## src/rtl/lsu_mem_stage.sv

```systemverilog
// lsu_mem_stage -- memory-stage load/store unit.
//
// Takes one load or store from the M stage and runs it as a
// request / grant / response transaction on the data-memory bus. While it runs,
// the unit stalls the upstream pipeline. Load data is returned lane-extracted
// and sign- or zero-extended.
//
// Ports
//   clk, reset_n         clock; asynchronous active-low reset
//   req_valid/req_write  M-stage instruction is a memory op; 1 = store
//   req_addr/req_wdata   effective address, store data
//   req_trunc            size/sign code (encoding below)
//   flush                kill the in-flight M-stage instruction
//   stall                hold upstream stages
//   resp_valid           1-cycle pulse: access done, load_data valid
//   load_data            extended load result (0 for stores)
//   misaligned           1-cycle pulse, one cycle after a rejected request
//   mem_req .. mem_wstrb bus request channel
//   mem_gnt              request accepted this cycle
//   mem_rvalid/mem_rdata response (stores also get an rvalid ack)
//
// req_trunc encoding:
//   0 BYTE, 1 HALF_WORD, 2 WORD, 3 BYTE_UNSIGNED,
//   4 HALF_WORD_UNSIGNED, 5 WORD_UNSIGNED, 6 NO_TRUNC.
//   Code 7 behaves as NO_TRUNC.
module lsu_mem_stage #(
`ifdef BIT_COUNT_64
  parameter int XLEN = 64,
`else
  parameter int XLEN = 32,
`endif
  parameter int STRB_W = XLEN / 8
) (
  input  logic              clk,
  input  logic              reset_n,
  input  logic              req_valid,
  input  logic              req_write,
  input  logic [XLEN-1:0]   req_addr,
  input  logic [XLEN-1:0]   req_wdata,
  input  logic [2:0]        req_trunc,
  input  logic              flush,
  output logic              stall,
  output logic              resp_valid,
  output logic [XLEN-1:0]   load_data,
  output logic              misaligned,
  output logic              mem_req,
  output logic              mem_we,
  output logic [XLEN-1:0]   mem_addr,
  output logic [XLEN-1:0]   mem_wdata,
  output logic [STRB_W-1:0] mem_wstrb,
  input  logic              mem_gnt,
  input  logic              mem_rvalid,
  input  logic [XLEN-1:0]   mem_rdata
);

  localparam int OFF_W = $clog2(STRB_W);

  localparam logic [2:0] TR_BYTE   = 3'd0;
  localparam logic [2:0] TR_HALF   = 3'd1;
  localparam logic [2:0] TR_WORD   = 3'd2;
  localparam logic [2:0] TR_BYTE_U = 3'd3;
  localparam logic [2:0] TR_HALF_U = 3'd4;
  localparam logic [2:0] TR_WORD_U = 3'd5;

  typedef enum logic [1:0] {
    S_IDLE = 2'd0,
    S_REQ  = 2'd1,
    S_WAIT = 2'd2,
    S_DONE = 2'd3
  } state_t;

  // Natural alignment check; full-width accesses need offset 0.
  function automatic logic is_aligned(input logic [2:0] trunc, input logic [OFF_W-1:0] off);
    logic ok;
    case (trunc)
      TR_BYTE, TR_BYTE_U: ok = 1'b1;
      TR_HALF, TR_HALF_U: ok = (off[0] == 1'b0);
      TR_WORD, TR_WORD_U: ok = (off[1:0] == 2'b00);
      default:            ok = (off == {OFF_W{1'b0}});
    endcase
    return ok;
  endfunction

  // Replicate the store item across every lane so any offset finds it.
  function automatic logic [XLEN-1:0] store_data(input logic [2:0] trunc, input logic [XLEN-1:0] wdata);
    logic [XLEN-1:0] d;
    case (trunc)
      TR_BYTE, TR_BYTE_U: d = {STRB_W{wdata[7:0]}};
      TR_HALF, TR_HALF_U: d = {(STRB_W/2){wdata[15:0]}};
      TR_WORD, TR_WORD_U: d = {(STRB_W/4){wdata[31:0]}};
      default:            d = wdata;
    endcase
    return d;
  endfunction

  // Byte enables for the addressed lanes.
  function automatic logic [STRB_W-1:0] store_strb(input logic [2:0] trunc, input logic [OFF_W-1:0] off);
    logic [STRB_W-1:0] s;
    case (trunc)
      TR_BYTE, TR_BYTE_U: s = STRB_W'(1'b1) << off;
      TR_HALF, TR_HALF_U: s = STRB_W'(2'b11) << off;
      TR_WORD, TR_WORD_U: s = STRB_W'(4'hF) << off;
      default:            s = {STRB_W{1'b1}};
    endcase
    return s;
  endfunction

  // Pull the addressed lane down to bit 0, then extend it to XLEN.
  function automatic logic [XLEN-1:0] load_extend(input logic [XLEN-1:0] rdata,
                                                  input logic [OFF_W-1:0] off,
                                                  input logic [2:0] trunc);
    logic [XLEN-1:0] lane;
    logic [XLEN-1:0] res;
    lane = rdata >> {off, 3'b000};
    case (trunc)
      TR_BYTE:   res = XLEN'($signed(lane[7:0]));
      TR_HALF:   res = XLEN'($signed(lane[15:0]));
      TR_WORD:   res = XLEN'($signed(lane[31:0]));
      TR_BYTE_U: res = XLEN'(lane[7:0]);
      TR_HALF_U: res = XLEN'(lane[15:0]);
      TR_WORD_U: res = XLEN'(lane[31:0]);
      default:   res = rdata;
    endcase
    return res;
  endfunction

  state_t            state_r, state_n;
  logic [XLEN-1:0]   addr_r, addr_n;
  logic [XLEN-1:0]   wdata_r, wdata_n;
  logic [STRB_W-1:0] wstrb_r, wstrb_n;
  logic              we_r, we_n;
  logic [2:0]        trunc_r, trunc_n;
  logic [OFF_W-1:0]  off_r, off_n;
  logic              kill_r, kill_n;
  logic [XLEN-1:0]   load_data_r, load_data_n;
  logic              mis_r, mis_n;
  logic              aligned_s;
  logic              accept_s;
  logic              stall_s;

  // State and datapath registers.
  always_ff @(posedge clk or negedge reset_n) begin
    if (!reset_n) begin
      state_r     <= S_IDLE;
      addr_r      <= {XLEN{1'b0}};
      wdata_r     <= {XLEN{1'b0}};
      wstrb_r     <= {STRB_W{1'b0}};
      we_r        <= 1'b0;
      trunc_r     <= 3'd0;
      off_r       <= {OFF_W{1'b0}};
      kill_r      <= 1'b0;
      load_data_r <= {XLEN{1'b0}};
      mis_r       <= 1'b0;
    end else begin
      state_r     <= state_n;
      addr_r      <= addr_n;
      wdata_r     <= wdata_n;
      wstrb_r     <= wstrb_n;
      we_r        <= we_n;
      trunc_r     <= trunc_n;
      off_r       <= off_n;
      kill_r      <= kill_n;
      load_data_r <= load_data_n;
      mis_r       <= mis_n;
    end
  end

  // Next-state logic, request capture and load-data capture.
  always_comb begin
    state_n     = state_r;
    addr_n      = addr_r;
    wdata_n     = wdata_r;
    wstrb_n     = wstrb_r;
    we_n        = we_r;
    trunc_n     = trunc_r;
    off_n       = off_r;
    kill_n      = kill_r;
    load_data_n = load_data_r;
    mis_n       = 1'b0;
    accept_s    = 1'b0;
    aligned_s   = is_aligned(req_trunc, req_addr[OFF_W-1:0]);

    case (state_r)
      S_IDLE: begin
        if (req_valid && !flush) begin
          if (aligned_s) begin
            accept_s = 1'b1;
            state_n  = S_REQ;
            addr_n   = {req_addr[XLEN-1:OFF_W], {OFF_W{1'b0}}};
            wdata_n  = store_data(req_trunc, req_wdata);
            wstrb_n  = store_strb(req_trunc, req_addr[OFF_W-1:0]);
            we_n     = req_write;
            trunc_n  = req_trunc;
            off_n    = req_addr[OFF_W-1:0];
            kill_n   = 1'b0;
          end else begin
            mis_n = 1'b1;
          end
        end else begin
          state_n = S_IDLE;
        end
      end
      S_REQ: begin
        if (flush) begin
          // A grant in the flush cycle is still a bus transaction, so the
          // response has to be drained with the kill flag set.
          if (mem_gnt) begin
            kill_n  = 1'b1;
            state_n = S_WAIT;
          end else begin
            state_n = S_IDLE;
          end
        end else if (mem_gnt) begin
          state_n = S_WAIT;
        end else begin
          state_n = S_REQ;
        end
      end
      S_WAIT: begin
        if (mem_rvalid) begin
          if (kill_r || flush) begin
            kill_n  = 1'b0;
            state_n = S_IDLE;
          end else begin
            state_n     = S_DONE;
            load_data_n = we_r ? {XLEN{1'b0}} : load_extend(mem_rdata, off_r, trunc_r);
          end
        end else if (flush) begin
          kill_n = 1'b1;
        end else begin
          state_n = S_WAIT;
        end
      end
      S_DONE: begin
        state_n = S_IDLE;
      end
      default: begin
        state_n = S_IDLE;
        kill_n  = 1'b0;
      end
    endcase

    stall_s = accept_s || (state_r == S_REQ) || (state_r == S_WAIT);
  end

  assign stall      = stall_s;
  assign resp_valid = (state_r == S_DONE);
  assign load_data  = load_data_r;
  assign misaligned = mis_r;
  assign mem_req    = (state_r == S_REQ);
  assign mem_we     = (state_r == S_REQ) && we_r;
  assign mem_addr   = addr_r;
  assign mem_wdata  = wdata_r;
  assign mem_wstrb  = wstrb_r;

endmodule
```

## config.mk

```make
export PLATFORM = sky130hd
export DESIGN_NAME = lsu_mem_stage
export DESIGN_NICKNAME = d
export VERILOG_FILES = /design/src/rtl/lsu_mem_stage.sv
export SDC_FILE = /design/constraint.sdc
export NUM_CORES = 1
export LEC_CHECK = 0
export CELL_PAD_IN_SITES_DETAIL_PLACEMENT = 0
export CELL_PAD_IN_SITES_GLOBAL_PLACEMENT = 1
export CORE_MARGIN = 2
export CORE_UTILIZATION = 36
export CTS_BUF_LIST = sky130_fd_sc_hd__clkbuf_8
export DETAILED_ROUTE_END_ITERATION = 8
export GPL_TIMING_DRIVEN = 0
export PLACE_DENSITY_LB_ADDON = 0.3
export SLEW_MARGIN = 20
export SYNTH_ARGS = -nofsm -noshare
export SYNTH_HDL_FRONTEND = slang
export SYNTH_SLANG_ARGS = --single-unit
```

## constraint.sdc

```tcl
create_clock -name clk -period 2.35 [get_ports clk]
set_input_delay 0.47 -clock clk [delete_from_list [all_inputs] [get_ports clk]]
set_output_delay 0.47 -clock clk [all_outputs]
set_load 0.02 [all_outputs]
```

Word-level counts from Yosys, hierarchy flattened. Cells that the tools add are included.

Flip-flop bits (word level): 108. Input port bits: 106. Word-level logic and storage cells: 84.

Equal/unequal tests: 21. Shift operators: 4. Muxes and demuxes: 28. Bitwise logic cells: 2. Reductions and logical operators: 19.

Operator list (number): 32-bit case mux with 5 select lines (1); 32-bit case mux with 2 select lines (1); 32-bit two-way mux (1); 32-bit by 5-bit right shift with 32-bit output (1); 2-bit two-way mux (8); 1-bit two-way mux (13); 3-bit by 2-bit == test with 1-bit output (second input constant) (4); 3-bit == test (second input constant) (4); 3-bit != test (second input constant) (4); 4-bit case mux with 3 select lines (1); 2-bit case mux with 4 select lines (1); 2-bit OR reduction (4); 7-bit AND reduction (1); 3-bit by 1-bit == test with 1-bit output (second input constant) (2); 3-bit zero test (2); 2-bit != test (second input constant) (3); 3-bit AND reduction (2); 2-bit == test (second input constant) (2); 2-bit zero test (2); 1-bit by 2-bit left shift with 4-bit output (first input constant) (1); 2-bit by 2-bit left shift with 4-bit output (first input constant) (1); 4-bit by 2-bit left shift with 4-bit output (first input constant) (1); 1-bit logical OR (3); 1-bit case mux with 3 select lines (1); other kinds (8) (10).

Depth between registers and ports, before layout.
Word-level depth: 8. Mapped depth: 8. Depth with buffers taken out: 6.

Worst setup path after synthesis. OpenSTA, ideal clock, no wires.

Kind: input to output. Start point: in req_trunc[0]. End point: out stall. Arrival: 1.870 ns. Required time: 1.880 ns. Path slack: 0.010 ns. Stages on the path: 7. Path buffers: 3. Path through: buf_2 -> maj3_2 -> o221ai_2 -> nor3b_2 -> buf_6 -> buf_12 -> or3_1.

Cells in the longest elaborated chain, start to end: 8. Elaborated cells between the ends (all ways): 12.

Ends and longest elaborated chain: start: declaration (line 40) `input logic [2:0] req_trunc,`; 3-bit by 1-bit == test with 1-bit output, or another cell as far along (line 75) `case (trunc)`; 2-bit OR reduction (line 75); 1-bit case mux with 2 select lines * (line 75); 1-bit two-way mux * (line 186) `if (aligned_s) begin`; 1-bit two-way mux * (line 185) `if (req_valid && !flush) begin`; 1-bit two-way mux * (line 183) `case (state_r)`; 1-bit logical OR * (2 in series) (line 243) `stall_s = accept_s || (state_r == S_REQ) || (state_r == S_WAIT);`; end: declaration (line 42) `output logic stall,`.

Every way passes the cells marked *; elsewhere a longest branch is shown, timed or not.

Final worst setup path.
Start point: in req_trunc[2]. End point: out stall.

The elaborated chain is that of the path after synthesis.

==> impl_results.md <==
- Result of the run: finished, final reports clean
- Routed via count divided by cell count: 5.24
- Capture instance of the worst register-to-register path: load_data[22]
- Number of fillers in the final layout: 1467
- Leakage power of the design: 3.60 nW
- Fraction of layout instances using a drive strength above 1: 0.186
- Worst slew slack as a fraction of its limit: 0.570
- Number of cells produced by synthesis: 524
- Number of buffers on the longest clock path: 2
- Sink count of the clock tree: 108
- Aggregate global routing overflow: 0
- CTS tree: yes
- Max_cap viols: 0
- Core Rows: 47
- Number of H-tree levels: 3
- Hold WS: 0.354 ns
- Crit path arrival time: 1.80 ns
- Total Routed Length: 17700 um
- Final total negative setup slack: 0 ns
- Largest net degree at the start of global routing: 66
- Diode count: 0
- Most common library cell in the layout ignoring fill and taps: clkdlybuf4s50_1
- Clock latency reported for the late side of the worst-skew pair: 0.38 ns
- Type of element capturing the critical path: output port
- Start-to-end type of the worst setup path: input pin to output port
- Number of antenna violations at the first check in global routing: 0
- Time the worst path needs with I/O delays and setup: 2.27 ns
- Area of the placeable core: 16500 sq um
- Flip-flop and latch count after synthesis: 108
- Fraction of synthesis flops using an asynchronous set or reset pin: 1.00
- Final period utilization: 0.966
- Sequential area share after synthesis: 0.450
- Number of standard cells in the layout, taps in and fillers out: 972
- Critical Path Source Type: input pin
- Count of buffers from port buffering: 204
- Register-to-Register Setup Slack: 0.20 ns
- Routed via count: 5093
- HPWL Detailed: 13300 um
- Count of endpoints failing hold in the final timing report: 0
- FF-to-FF path depth: 8
- Count of pins on the block boundary: 211
- Vias in the first global route: 5317
- Reg-to-reg startpoint: state_r[0]
- Worst Path Required: 1.88 ns
- Post-layout utilization of the core: 0.524
- Power per cell area: 826 nW/um^2
- Detailed-routing iteration count for the pre-antenna-repair pass: 4
- Most frequently used flop master after synthesis: dfrtp_1
- Hold worst-path end: misaligned
- Number of synthesis warnings: 0
- Placer Congestion: 0.834
- Die height: 133 um
- Count of unresolved DRC violations after routing: 0
- Maximum fanout encountered on the critical timing path: 4
- Initial core utilization: 0.365
- Cell depth of the worst min-delay path: 2
- Routed length per instance: 18.2 um
- Detail Route Antenna Nets: 0
- Placed instance count: 950
- First-pass GRT wire length: 28100 um
- Starting DRC count in detailed routing: 244
- Most frequent cells in the layout: clkdlybuf4s50_1 (199), dfrtp_1 (108), mux2_4 (51)
- Mean cell area of the mapped netlist: 11.5 sq um
- Synth Cell Area: 6010 sq um
- Pwr Total: 0.00712 W
- Die width: 133 um
- Slew Limit Fails: 0
- Final Net Count: 859
- Least-Margin Pin Slew: 0.645 ns
- Post-synth EDFFs: 0
- Hold/Removal Path Class: input pin to register
- Max Clock Skew: 0.00953 ns
- Number of buffers created by CTS: 9
- All-Layer GR Usage: 0.200
- Critical hold path startpoint: flush
- Setup violations, final: 0
- Clock slew seen by the registers of the worst setup and hold paths: 0.10 ns
- Area of the die: 17800 sq um
- Highest clock frequency the design can meet: 441 MHz
- Cell at the root of the clock tree: clkbuf_8
- Relative area change from synthesis to final layout: 43.5%
- Peak supply drop: 474 uV
- Unrepaired setup endpoints after global routing: false
- Distinct cell type count after synthesis: 51
[cells by family (layout without fill, tap and decap cells)]
kind of cell | Yosys count | count (layout) | share of synthesized area
AOI/OAI and AO/OA | 131 | 131 | 0.154
muxes | 110 | 110 | 0.233
DFF | 108 | 108 | 0.450
and+or+nand+nor | 98 | 98 | 0.0830
buffers and inverters | 69 | 296 | 0.0658
adders and majority gates | 6 | 6 | 0.0123
other | 1 | 2 | 0.000624
xor gates and xnor gates | 1 | 1 | 0.00146
[power breakdown]
| group | switching, W | internal [W] | total [W] |
|---|---|---|---|
| clock network | 0.000691 | 0.000390 | 0.00108 |
| registers | 0.000273 | 0.00233 | 0.00260 |
| logic | 0.00166 | 0.00177 | 0.00344 |
[metal layers]
layer | GRT usage | wire (um) | share of wire
met2 | 0.330 | 8500 | 0.48
met5 | 0 | 0 | 0
met1 | 0.252 | 7400 | 0.42
met3 | 0.0597 | 1500 | 0.085
met4 | 0.0686 | 290 | 0.016
[worst max-delay path, stage by stage]
cell             delay (ns)
clkdlybuf4s15_2        0.20
clkbuf_8               0.12
nand3b_1               0.13
o221ai_4               0.12
nor3b_2                0.18
buf_6                  0.12
or3_4                  0.32
buf_6                  0.14
[registers in the layout, summed over array words and instances (netlist names)]
| register | flops |
|---|---|
| kill_r | 1 |
| load_data | 32 |
| mem_addr | 30 |
| mem_wdata | 32 |
| mem_wstrb | 4 |
| misaligned | 1 |
| off_r | 2 |
| state_r | 2 |
| trunc_r | 3 |
| we_r | 1 |
[cell usage after synthesis, types with 9 or more instances]
cell type / count / share of area
dfrtp_1: 108 / 0.45
mux2_2: 27 / 0.051
clkbuf_1: 23 / 0.014
a21oi_1: 21 / 0.017
mux2_4: 51 / 0.13
o21ai_0: 35 / 0.029
nand2_1: 37 / 0.023
o221ai_1: 9 / 0.013
mux2i_1: 31 / 0.052
inv_1: 26 / 0.016
nor2_1: 27 / 0.017
o21a_1: 12 / 0.015
a22oi_1: 15 / 0.019
[worst max-delay path by stage]
stage | startpoint | endpoint | slack (ns) | depth (start not counted)
2_1_floorplan | req_trunc[0] | stall | 0.01 | 7
3_3_place_gp | reset_n | mem_addr[28] | -3.37 | 1
3_5_place_dp | req_trunc[2] | stall | -1.06 | 9
4_1_cts | state_r[1] | stall | 0.01 | 7
5_1_grt | req_trunc[2] | stall | 0.03 | 8
6_report | req_trunc[2] | stall | 0.08 | 8
[through the flow]
step / worst slack [ns] / area (sq um)
2_1_floorplan: 0.00978 / 6020
3_3_place_gp: -3.37 / 8330
3_5_place_dp: -1.06 / 8360
4_1_cts: 0.0111 / 8600
5_1_grt: 0.0308 / 8620
6_report: 0.0809 / 8620
[area by class of cell]
class	count	area, sq um	share of cell area
clock buffer	9	124	0.0144
clock inverter	6	50.0	0.00580
sequential	108	2700	0.313
inverter	26	97.6	0.0113
tap	220	275	0.0319
buffer	42	294	0.0341
timing repair buffer	213	2140	0.248
multi-input combinational	348	2950	0.342
[what timing repair did]
| action | CTS | global route |
|---|---|---|
| hold endpoints to repair | 30 | 0 |
| pin swaps | 2 | 0 |
| gates resized for setup | 23 | 7 |
| buffers inserted | 5 | 2 |
| setup endpoints to repair | 6 | 25 |
| hold buffers | 1 | 0 |
(Power assumes the default switching activity.)
